==> src/rtl/switch_sched.sv <==
// Four-port crossbar scheduler. Each output has its own arbiter and IDLE/SEND/DONE FSM.
// Latency: a request sampled at edge k shows out_valid_o after edge k. out_ack_i shows in_ack_o one edge later.
// Backpressure: a word is held on out_valid_o/out_dat_o until out_ack_i. in_ack_o is held until the source drops in_valid_i.
//
// Ports (port i uses in_adr_i[2i+1:2i] and in_dat_i[DW*i +: DW]; output j uses out_dat_o[DW*j +: DW]):
//   clk_i, rst_ni           clock, asynchronous active-low reset
//   in_valid_i/in_adr_i/in_dat_i/in_ack_o   source side (device validtx / acktx)
//   out_valid_o/out_dat_o/out_ack_i         destination side (device validrx / ackrx)
//   out_busy_o              output j FSM is not IDLE
//
// Build option: SWITCH_SCHED_RR_EN
//   defined   - round-robin arbitration per output. The search starts at ptr.
//   undefined - fixed priority, where the lowest index wins.
module switch_sched #(
    parameter int DW = 4
) (
    input  logic          clk_i,
    input  logic          rst_ni,
    input  logic [3:0]    in_valid_i,
    input  logic [7:0]    in_adr_i,
    input  logic [4*DW-1:0] in_dat_i,
    output logic [3:0]    in_ack_o,
    output logic [3:0]    out_valid_o,
    output logic [4*DW-1:0] out_dat_o,
    input  logic [3:0]    out_ack_i,
    output logic [3:0]    out_busy_o
);

    typedef enum logic [1:0] {
        ST_IDLE = 2'd0,
        ST_SEND = 2'd1,
        ST_DONE = 2'd2
    } state_t;

    // Per-output registered state, flattened so that the cross-output logic can see it.
    logic [3:0] busy;
    logic [7:0] src_flat;
    logic [3:0] ack_flat;

    // A source stays locked while it owns any output in SEND or DONE.
    // The lock keeps an address change during a transfer from winning a second output.
    logic [3:0] lock;

    always_comb begin
        lock = '0;
        for (int j = 0; j < 4; j++) begin
            if (busy[j]) begin
                lock[src_flat[2*j +: 2]] = 1'b1;
            end
        end
    end

    // The search starts at index start and wraps modulo 4. The first requester found wins.
    // The result is {found, index}.
    function automatic logic [2:0] arb_pick(input logic [3:0] req, input logic [1:0] start);
        logic [1:0] idx;
        arb_pick = 3'b000;
        // The loop walks downwards so that the nearest index to start is the last one written.
        for (int k = 3; k >= 0; k--) begin
            idx = start + 2'(k);
            if (req[idx]) begin
                arb_pick = {1'b1, idx};
            end
        end
    endfunction

    for (genvar j = 0; j < 4; j++) begin : g_out
        state_t        state_q;
        logic [1:0]    src_q;
        logic [DW-1:0] dat_q;
        logic          vld_q;
        logic          ack_q;
        logic [3:0]    req;
        logic [1:0]    start;
        logic [2:0]    pick;

        always_comb begin
            req = '0;
            for (int i = 0; i < 4; i++) begin
                req[i] = in_valid_i[i] & (in_adr_i[2*i +: 2] == 2'(j)) & ~lock[i];
            end
        end

`ifdef SWITCH_SCHED_RR_EN
        logic [1:0] ptr_q;
        assign start = ptr_q;
`else
        assign start = 2'd0;
`endif

        assign pick = arb_pick(req, start);

        always_ff @(posedge clk_i or negedge rst_ni) begin
            if (!rst_ni) begin
                state_q <= ST_IDLE;
                src_q   <= 2'd0;
                dat_q   <= '0;
                vld_q   <= 1'b0;
                ack_q   <= 1'b0;
`ifdef SWITCH_SCHED_RR_EN
                ptr_q   <= 2'd0;
`endif
            end else begin
                case (state_q)
                    ST_IDLE: begin
                        if (pick[2]) begin
                            // The word is captured here. Later changes on the source are ignored.
                            src_q   <= pick[1:0];
                            dat_q   <= in_dat_i[DW*pick[1:0] +: DW];
                            vld_q   <= 1'b1;
                            state_q <= ST_SEND;
                        end
                    end
                    ST_SEND: begin
                        if (out_ack_i[j]) begin
                            vld_q   <= 1'b0;
                            ack_q   <= 1'b1;
                            state_q <= ST_DONE;
                        end
                    end
                    ST_DONE: begin
                        // Waiting for the receiver to drop its ack here keeps out_valid_o
                        // from rising while out_ack_i is still high.
                        if (!in_valid_i[src_q] && !out_ack_i[j]) begin
                            ack_q   <= 1'b0;
`ifdef SWITCH_SCHED_RR_EN
                            ptr_q   <= src_q + 2'd1;
`endif
                            state_q <= ST_IDLE;
                        end
                    end
                    default: begin
                        vld_q   <= 1'b0;
                        ack_q   <= 1'b0;
                        state_q <= ST_IDLE;
                    end
                endcase
            end
        end

        assign busy[j]               = (state_q != ST_IDLE);
        assign src_flat[2*j +: 2]    = src_q;
        assign ack_flat[j]           = ack_q;
        assign out_valid_o[j]        = vld_q;
        assign out_dat_o[DW*j +: DW] = dat_q;
        assign out_busy_o[j]         = busy[j];
    end

    // At most one output holds a given source, so this OR never merges two owners.
    always_comb begin
        in_ack_o = '0;
        for (int j = 0; j < 4; j++) begin
            if (ack_flat[j]) begin
                in_ack_o[src_flat[2*j +: 2]] = 1'b1;
            end
        end
    end

endmodule
==> config.mk <==
export PLATFORM = sky130hd
export DESIGN_NAME = switch_sched
export DESIGN_NICKNAME = d
export VERILOG_FILES = /design/src/rtl/switch_sched.sv
export SDC_FILE = /design/constraint.sdc
export NUM_CORES = 1
export LEC_CHECK = 0
export CORE_MARGIN = 2
export CORE_UTILIZATION = 54
export DETAILED_ROUTE_END_ITERATION = 16
export PLACE_DENSITY = 0.84
export SLEW_MARGIN = 40
export SYNTH_ARGS = -nofsm -noshare
export SYNTH_HDL_FRONTEND = slang
export SYNTH_SLANG_ARGS = --single-unit
==> constraint.sdc <==
create_clock -name clk_i -period 6.2 [get_ports clk_i]
set_input_delay 0.62 -clock clk_i [delete_from_list [all_inputs] [get_ports clk_i]]
set_output_delay 0.62 -clock clk_i [all_outputs]
set_load 0.03 [all_outputs]
==> flow_summary.toml, run 1 <==
[outcome]
status = "completed"

[clock_network]
cts_hold_buf = 0
clk_pin_slew_ns = 0.08
cts_buffers = 5
cts_resized = 0
post_cts_buffers = 0
clk_latency_ns = 0.29
cts-root-buf = "clkbuf_8"
cts_max_path_buffers = 2
htreeDepth = 2
cts_tree = "yes"
cts_num_sinks = 40

[routing]
vias = 3127
ant_nets = 0
drc = 0
first_iter_violations = 220
wl_per_cell_um = 18.6
wl_mm = 8.80
dr.pass1.iters = 6
via_per_inst = 6.61

[critical_path]
timing.critical_path.buf_inv = 0
path_class = "flip-flop to flip-flop"
cp_top_family = "simple AND/OR/NAND/NOR gates"
slowest_delay_ns = 0.68
start_kind = "flip-flop"
worstPathCellList = "nor2_1, o221ai_2, or4_1, nand3_1, a31oi_1, o32a_2"
worst_setup_path_end_kind = "flip-flop"
worstPathRequired_ns = 6.38
cp.arrival_ns = 3.13
path_max_fanout = 11
crit_path_top_delay_cell = "or4_1"

[pwr]
p_seq_share_pct = 27.8
power.switching_uw = 957
comb_power_share_pct = 60.0
p_per_area_mw_per_mm2 = 547
internal_power_uw = 1070
p_leak_uw = 0.00143
sw_frac_of_total_pct = 47.3
ir_drop_mv = 0.282
p_clk_share_pct = 12.2

[synth]
synth_edf_count = 0
ys_seq_area_share_pct = 33.4
syn_nets = 389
syn_inst = 355
synth_area_per_cell_um2 = 8.45
ys_seq_elements = 40
yosysWarnings = 0
netlist_area_mm2 = 0.00300
synthDistinctLibCells = 60
async_flop_share_pct = 100
synth_ff_type = "dfrtp_1"

[timing]
min_period_ns = 2.95
hold_violations = 0
rsz0062_at_grt = "false"
hold_slack_ns = 0.284
worst_pin_slew_ns = 0.757
slew_violations = 0
finalSetupViolCount = 0
setup-tns-final_ns = 0
relSlewSlack_pct = 49.1
period_share_pct = 47.5
max_freq_mhz = 339
skew_ns = 0.00741

[flow_run]
drv_cap = 0

[grt]
grt_pass1_wl_mm = 14.4
antenna_found_initial = 0
grt_use_total_pct = 29.9
grt_max_degree = 41
grt_overflow = 0
grt_pass1_vias = 3036

[placed_design]
dp_hpwl_mm = 6.62
dp_cells = 466
place_area_mm2 = 0.00357
portBuffers = 61
gp_congestion = 0.961

[final_layout]
layout-drive-gt1-share_pct = 9.98
finalInstanceArea_mm2 = 0.00371
nets = 435
syn2layout_area_growth_pct = 23.6
final_cell_mix = "clkdlybuf4s50_1 (60), dfrtp_1 (40), nand2_1 (32)"
finalNonFillerCells = 473
n_antenna_cell = 0
layout_commonest_cell = "clkdlybuf4s50_1"

[floorplanning]
fp.dieH_um = 78.5
io_pins = 62
fp-row-count = 27
die_area_mm2 = 0.00617
initial_core_util_pct = 55.1
die_w_um = 78.5
core_area_mm2 = 0.00544

[hold_path]
min_path_type = "primary input to asynchronous set/reset pin"
through the flow:
step,power (uW),setup WS [ns],util (%)
final,2030,3.25,68.1
after detailed placement,1770,3.19,65.7
after CTS,2020,3.26,68.0
after global routing,2150,3.06,68.1
after global placement,1740,3.26,65.6
after floorplan,1390,3.94,-
registers in the layout, summed over array words and instances (netlist names):
| name | count |
|---|---|
| g_out.state_q | 8 |
| g_out.vld_q | 4 |
| g_out.dat_q | 16 |
| g_out.src_q | 8 |
| g_out.ack_q | 4 |
path summary, 6_finish.rpt:
| kind | from | to | slack, ns | depth (start not counted) |
|---|---|---|---|---|
| worst min register to register | g_out[3].vld_q | g_out[3].vld_q | 0.48 | 1 |
| max in group asynchronous | rst_ni | g_out[0].src_q[1] | 5.55 | 1 |
| worst max-delay path | g_out[3].state_q[0] | g_out[1].dat_q[1] | 3.25 | 6 |
| worst min-delay path | rst_ni | g_out[2].dat_q[2] | 0.28 | 1 |
| worst max register to register | g_out[3].state_q[0] | g_out[1].dat_q[1] | 3.25 | 6 |
| min in group clk_i | g_out[3].vld_q | g_out[3].vld_q | 0.48 | 1 |
cell usage after synthesis, drive strengths merged, types with 2 or more instances:
cell type	number	area (um^2)
dfrtp	40	1000
nand2	32	120
nor2	32	123
a21oi	31	155
o21ai	26	138
nor3	17	85.1
buf	14	92.6
inv	14	52.6
or3	12	75.1
nand3	11	55.1
clkbuf	8	33.8
and2	7	43.8
nand2b	7	43.8
o22ai	7	50.1
a22oi	6	45.0
a311oi	6	52.6
a31oi	6	37.5
o221a	6	67.6
or4	6	45.0
nor4	5	31.3
o221ai	5	68.8
a21o	4	30.0
mux2	4	45.0
mux4	4	90.1
o21a	4	30.0
o21bai	4	37.5
o31a	4	35.0
o32a	4	43.8
nand3b	3	22.5
o2111ai	3	26.3
a211oi	2	15.0
mux2i	2	20.0
nor3b	2	15.0
nor4b	2	38.8
o32ai	2	25.0
or3b	2	17.5
or4b	2	20.0
cell type report:
| cell class | count | area, um^2 |
|---|---|---|
| multi-input combinational | 279 | 1830 |
| clock inverter | 2 | 60.1 |
| inverter | 14 | 52.6 |
| tap | 72 | 90.1 |
| clock buffer | 5 | 68.8 |
| timing repair buffer | 61 | 608 |
| fill | 450 | 1730 |
| sequential | 40 | 1000 |
layer usage:
metal	up-vias	track usage, %	routed length [um]
li1	1444	-	-
met1	1446	40.4	3670
met2	192	45.6	3900
met3	45	5.98	809
met4	0	14.9	423
met5	-	0	0
logic make-up after synthesis:
logic type             synth area share [%]
flip-flops                             33.4
AND/OR/NAND/NOR                        25.2
AO/OA/AOI/OAI                          30.3
buffers and inverters                  5.97
multiplexers                           5.17
power by group through the flow:
| stage | Combinational (uW) | Sequential, uW | Clock (uW) |
|---|---|---|---|
| after floorplan | 796 | 596 | 0 |
| after global placement | 1180 | 556 | 0 |
| after detailed placement | 1200 | 563 | 0 |
| after CTS | 1210 | 560 | 250 |
| after global routing | 1310 | 585 | 260 |
| final | 1220 | 562 | 247 |
worst reg2reg max path, stage by stage, from the launching register on:
cell,delay (ns)
dfrtp_1,0.46
nor2_1,0.62
o221ai_2,0.35
or4_1,0.68
nand3_1,0.25
a31oi_1,0.11
o32a_2,0.38
Note: power is estimated with default switching activity, not from simulation.
==> run 2, diff against run 1 <==
- CORE_UTILIZATION: 54 -> 52
- PLACE_DENSITY: 0.84 -> 0.81
- clock period: 6.2 -> 3 ns (I/O delays scaled with it)
==> run 2 against run 1 <==
- total power rose by 110%
- global-route usage fell by 1.2 points
- combinational power rose by 110%
- count of clock-buffer cells in the layout rose by 1
- clock skew rose by 0.0018 ns
- sequential cell count did not move
- critical path type unchanged
- largest cell class unchanged
==> flow_summary.toml, run 2 (synthesized netlist as in run 1, its figures left out) <==
[outcome]
status = "completed"

[critical_path]
path_max_fanout = 11
start_kind = "flip-flop"
path_class = "flip-flop to flip-flop"
cp_top_family = "compound AO/OA/AOI/OAI gates"
cp.arrival_ns = 2.80
timing.critical_path.buf_inv = 0
crit_path_top_delay_cell = "o22ai_1"
worstPathCellList = "o21ai_1, o22ai_1, nor3_1, or3_1, o21a_1, o221a_2"
r2r_setup_slack_ns = 0.38
worstPathRequired_ns = 3.18
slowest_delay_ns = 0.62
worst_setup_path_end_kind = "flip-flop"

[clock_network]
cts_max_path_buffers = 2
cts_tree = "yes"
cts_num_sinks = 40
clk_pin_slew_ns = 0.08
cts_resized = 0
post_cts_buffers = 0
cts-root-buf = "clkbuf_8"
htreeDepth = 2
clk_latency_ns = 0.30
cts_buffers = 5
cts_hold_buf = 1

[floorplanning]
fp-row-count = 27
io_pins = 62
core_area_mm2 = 0.00554
die_area_mm2 = 0.00639
fp.dieH_um = 79.9
initial_core_util_pct = 54.1
die_w_um = 79.9

[timing]
setup-tns-final_ns = 0
slew_violations = 0
relSlewSlack_pct = 49.5
period_share_pct = 87.3
worst_pin_slew_ns = 0.750
max_freq_mhz = 382
rsz0062_at_grt = "false"
hold_violations = 0
min_period_ns = 2.62
finalSetupViolCount = 0
hold_slack_ns = 0.479
skew_ns = 0.00926

[final_layout]
layout_commonest_cell = "clkdlybuf4s50_1"
final_cell_mix = "clkdlybuf4s50_1 (60), dfrtp_1 (40), nand2_1 (32)"
n_antenna_cell = 0
syn2layout_area_growth_pct = 25.0
top_register = "g_out.dat_q"
top_regs = "g_out.dat_q (16), g_out.src_q (8), g_out.state_q (8)"
layout-drive-gt1-share_pct = 11.4
largest_reg_flops = 16
fillerInstances = 480
finalInstanceArea_mm2 = 0.00375
nets = 444

[grt]
grt_max_degree = 41
antenna_found_initial = 0
grt_overflow = 0
grt_use_total_pct = 28.7
grt_pass1_wl_mm = 14.3
grt_pass1_vias = 2909

[routing]
drc = 0
via_per_inst = 6.57
ant_nets = 0
wl_mm = 8.88
dr.pass1.iters = 5
vias = 3171
wl_per_cell_um = 18.4
first_iter_violations = 299

[placed_design]
gp_congestion = 0.986
dp_hpwl_mm = 6.61
place_area_mm2 = 0.00363
portBuffers = 61

[hold_path]
min_path_type = "flip-flop to flip-flop"

[pwr]
p_leak_uw = 0.00146
ir_drop_mv = 0.613
p_per_area_mw_per_mm2 = 1110

[flow_run]
drv_cap = 0
==> run 2: layer usage <==
| metal | part of all wire (%) | GRT usage, % |
|---|---|---|
| met4 | 2.9 | 10.3 |
| met3 | 10 | 4.86 |
| met1 | 42 | 40.8 |
| met5 | 0 | 0 |
| met2 | 45 | 44.0 |
==> run 2: report_power, final <==
part           total, uW  internal [uW]  switching [uW]
Clock                445            247             198
Combinational       2580           1100            1480
Sequential          1130            814             320
Total               4160           2160            2000
==> run 2: path summary, 6_finish.rpt <==
kind / startpoint / endpoint / depth (start not counted)
max: g_out[1].state_q[1] / g_out[3].dat_q[3] / 6
min: g_out[1].vld_q / g_out[1].vld_q / 1
max reg2reg: g_out[1].state_q[1] / g_out[3].dat_q[3] / 6
min reg2reg: g_out[1].vld_q / g_out[1].vld_q / 1
max in group asynchronous: rst_ni / g_out[0].dat_q[0] / 2
min in group asynchronous: rst_ni / g_out[1].ack_q / 2
==> run 2: layout make-up <==
cell class / instances / area (um^2) / share of cell area (%)
clock inverter: 2 / 35.0 / 0.935
multi-input combinational: 279 / 1820 / 48.5
timing repair buffer: 70 / 678 / 18.1
tap: 72 / 90.1 / 2.40
inverter: 14 / 52.6 / 1.40
clock buffer: 6 / 72.6 / 1.94
sequential: 40 / 1000 / 26.7
==> run 2: worst register-to-register path, cell delays in order, from the launching register on <==
cell and delay, ns:
dfrtp_1 0.48, o21ai_1 0.18, o22ai_1 0.62, nor3_1 0.18, or3_1 0.48, o21a_1 0.28, o221a_2 0.29
==> run 2: metrics by stage <==
step                      power (uW)  instances  utilization, %  worst slack (ns)
after CTS                       4140        483            67.7             0.425
after floorplan                 2880        355               -             0.738
after detailed placement        3690        474            65.5             0.367
final                           4160        483            67.7             0.381
after global routing            4430        483            67.7             0.196
after global placement          3650        474            65.5             0.407
==> run 3, diff against run 2 <==
==> constraint.sdc (replaced) <==
create_clock -name clk_i -period 3 [get_ports clk_i]
set_input_delay 0.45 -clock clk_i [delete_from_list [all_inputs] [get_ports clk_i]]
set_output_delay 0.45 -clock clk_i [all_outputs]
set_load 0.03 [all_outputs]
==> run 3 against run 2 <==
- critical path depth unchanged
- hold slack worse by 0.36 ns
- combinational power about the same
- first-iteration DRC count down 15%
- register-to-register slack worse by 0.07 ns
- sequential share of layout area down 0.24 points
- count of clock-buffer cells in the layout unchanged
- global-route usage up 0.090 points
- via count down 1.8%
- setup slack worse by 0.067 ns
- sequential power about the same
- die area unchanged
- critical path type unchanged
- highest routed layer unchanged
==> flow_summary.toml, run 3 (synthesized netlist as in run 1, its figures left out) <==
[clock_network]
clk_latency_ns = 0.31
htreeDepth = 2
clk_pin_slew_ns = 0.08
cts_tree = "yes"
cts_num_sinks = 40
cts-root-buf = "clkbuf_8"
cts_buffers = 5
cts_max_path_buffers = 2
cts_hold_buf = 0
cts_resized = 0
post_cts_buffers = 0

[final_layout]
largest_reg_flops = 16
final_cell_mix = "clkdlybuf4s50_1 (60), dfrtp_1 (40), nand2_1 (32)"
top_register = "g_out.dat_q"
top_regs = "g_out.dat_q (16), g_out.src_q (8), g_out.state_q (8)"
layout-drive-gt1-share_pct = 12.6
finalNonFillerCells = 486
layout_commonest_cell = "clkdlybuf4s50_1"
nets = 447
n_antenna_cell = 0
syn2layout_area_growth_pct = 26.1

[pwr]
p_per_area_mw_per_mm2 = 1110
ir_drop_mv = 0.584
p_leak_uw = 0.00148
p_total_uw = 4190

[timing]
max_freq_mhz = 372
setup-tns-final_ns = 0
setup_slack_ns = 0.314
rsz0062_at_grt = "false"
worst_pin_slew_ns = 0.815
hold_slack_ns = 0.120
min_period_ns = 2.69
relSlewSlack_pct = 45.7
slew_violations = 0
finalSetupViolCount = 0
period_share_pct = 89.5
hold_violations = 0
skew_ns = 0.00833

[placed_design]
dp_hpwl_mm = 6.68
dp_cells = 478
portBuffers = 61
gp_congestion = 0.978
pre_cts_ws_ns = 0.242

[critical_path]
path_max_fanout = 11
cp-endpoint = "g_out[3].dat_q[3]"
worstPathRequired_ns = 3.19
r2r_cells = 6
worst_setup_path_end_kind = "flip-flop"
r2r_setup_slack_ns = 0.31
path_class = "flip-flop to flip-flop"
start_kind = "flip-flop"
cp.arrival_ns = 2.88
cp-startpoint = "g_out[1].state_q[1]"
r2r_end = "g_out[3].dat_q[3]"
reg2reg_from = "g_out[1].state_q[1]"

[outcome]
status = "completed"

[routing]
wl_per_cell_um = 18.4
vias = 3115
wl_mm = 8.95
drc = 0
via_per_inst = 6.41
dr.pass1.iters = 5
first_iter_violations = 253
ant_nets = 0

[grt]
grt_pass1_vias = 2909
antenna_found_initial = 0
grt_max_degree = 41
grt_use_total_pct = 28.8
grt_pass1_wl_mm = 14.1
grt_overflow = 0

[floorplanning]
fp.dieH_um = 79.9
die_area_mm2 = 0.00639
die_w_um = 79.9
io_pins = 62
fp-row-count = 27
core_area_mm2 = 0.00554
initial_core_util_pct = 54.1

[flow_run]
drv_cap = 0

[hold_path]
min_path_type = "primary input to asynchronous set/reset pin"
[run 3: cell types whose count changed in the layout (fill, tap and decap cells not counted), sizes merged]
cell,change
buf,+4
dlygate4sd3,-1
[run 3: through the flow]
stage | utilization, % | area, um^2
3_3_place_gp | 66.0 | 3660
6_report | 68.3 | 3780
3_5_place_dp | 66.1 | 3660
2_1_floorplan | - | 3000
5_1_grt | 68.3 | 3780
4_1_cts | 68.3 | 3780
[run 3: report_power, final]
part	leakage, uW	internal [uW]	switching, uW
combinational	0.000948	1110	1460
sequential	0.000474	814	321
clock	0.0000614	272	208
total	0.00148	2200	1990
[run 3: how the worst min path moves through the flow]
| stage | from | end | slack [ns] | depth (start not counted) |
|---|---|---|---|---|
| 2_1_floorplan | rst_ni | g_out[0].ack_q | 0.15 | 0 |
| 4_1_cts | rst_ni | g_out[1].state_q[1] | 0.14 | 1 |
| 3_5_place_dp | rst_ni | g_out[1].state_q[1] | 0.46 | 1 |
| 3_3_place_gp | g_out[1].vld_q | g_out[1].vld_q | 0.46 | 1 |
| 5_1_grt | rst_ni | g_out[1].state_q[1] | 0.17 | 1 |
| 6_report | rst_ni | g_out[1].state_q[1] | 0.12 | 1 |
[run 3: routing by layer]
layer	wire (um)	vias to the layer above	part of all wire, %	track usage [%]
li1	-	1471	-	-
met1	3830	1473	43	39.0
met2	4160	151	46	46.8
met3	709	20	7.9	3.96
met4	249	0	2.8	11.2
met5	0	-	0	0
[run 3: critical path: stages, from the launching register on]
cell and delay [ns]:
dfrtp_1 0.50, o21ai_1 0.16, o22ai_1 0.66, nor3_1 0.21, or3_1 0.48, o21a_1 0.27, o221a_2 0.29
[run 3: area by class of cell]
type	instances	area [um^2]
Clock inverter	2	38.8
Clock buffer	6	82.6
Fill cell	468	1760
Inverter	14	52.6
Tap cell	72	90.1
Timing Repair Buffer	73	698
Sequential cell	40	1000
Multi-Input combinational cell	279	1820
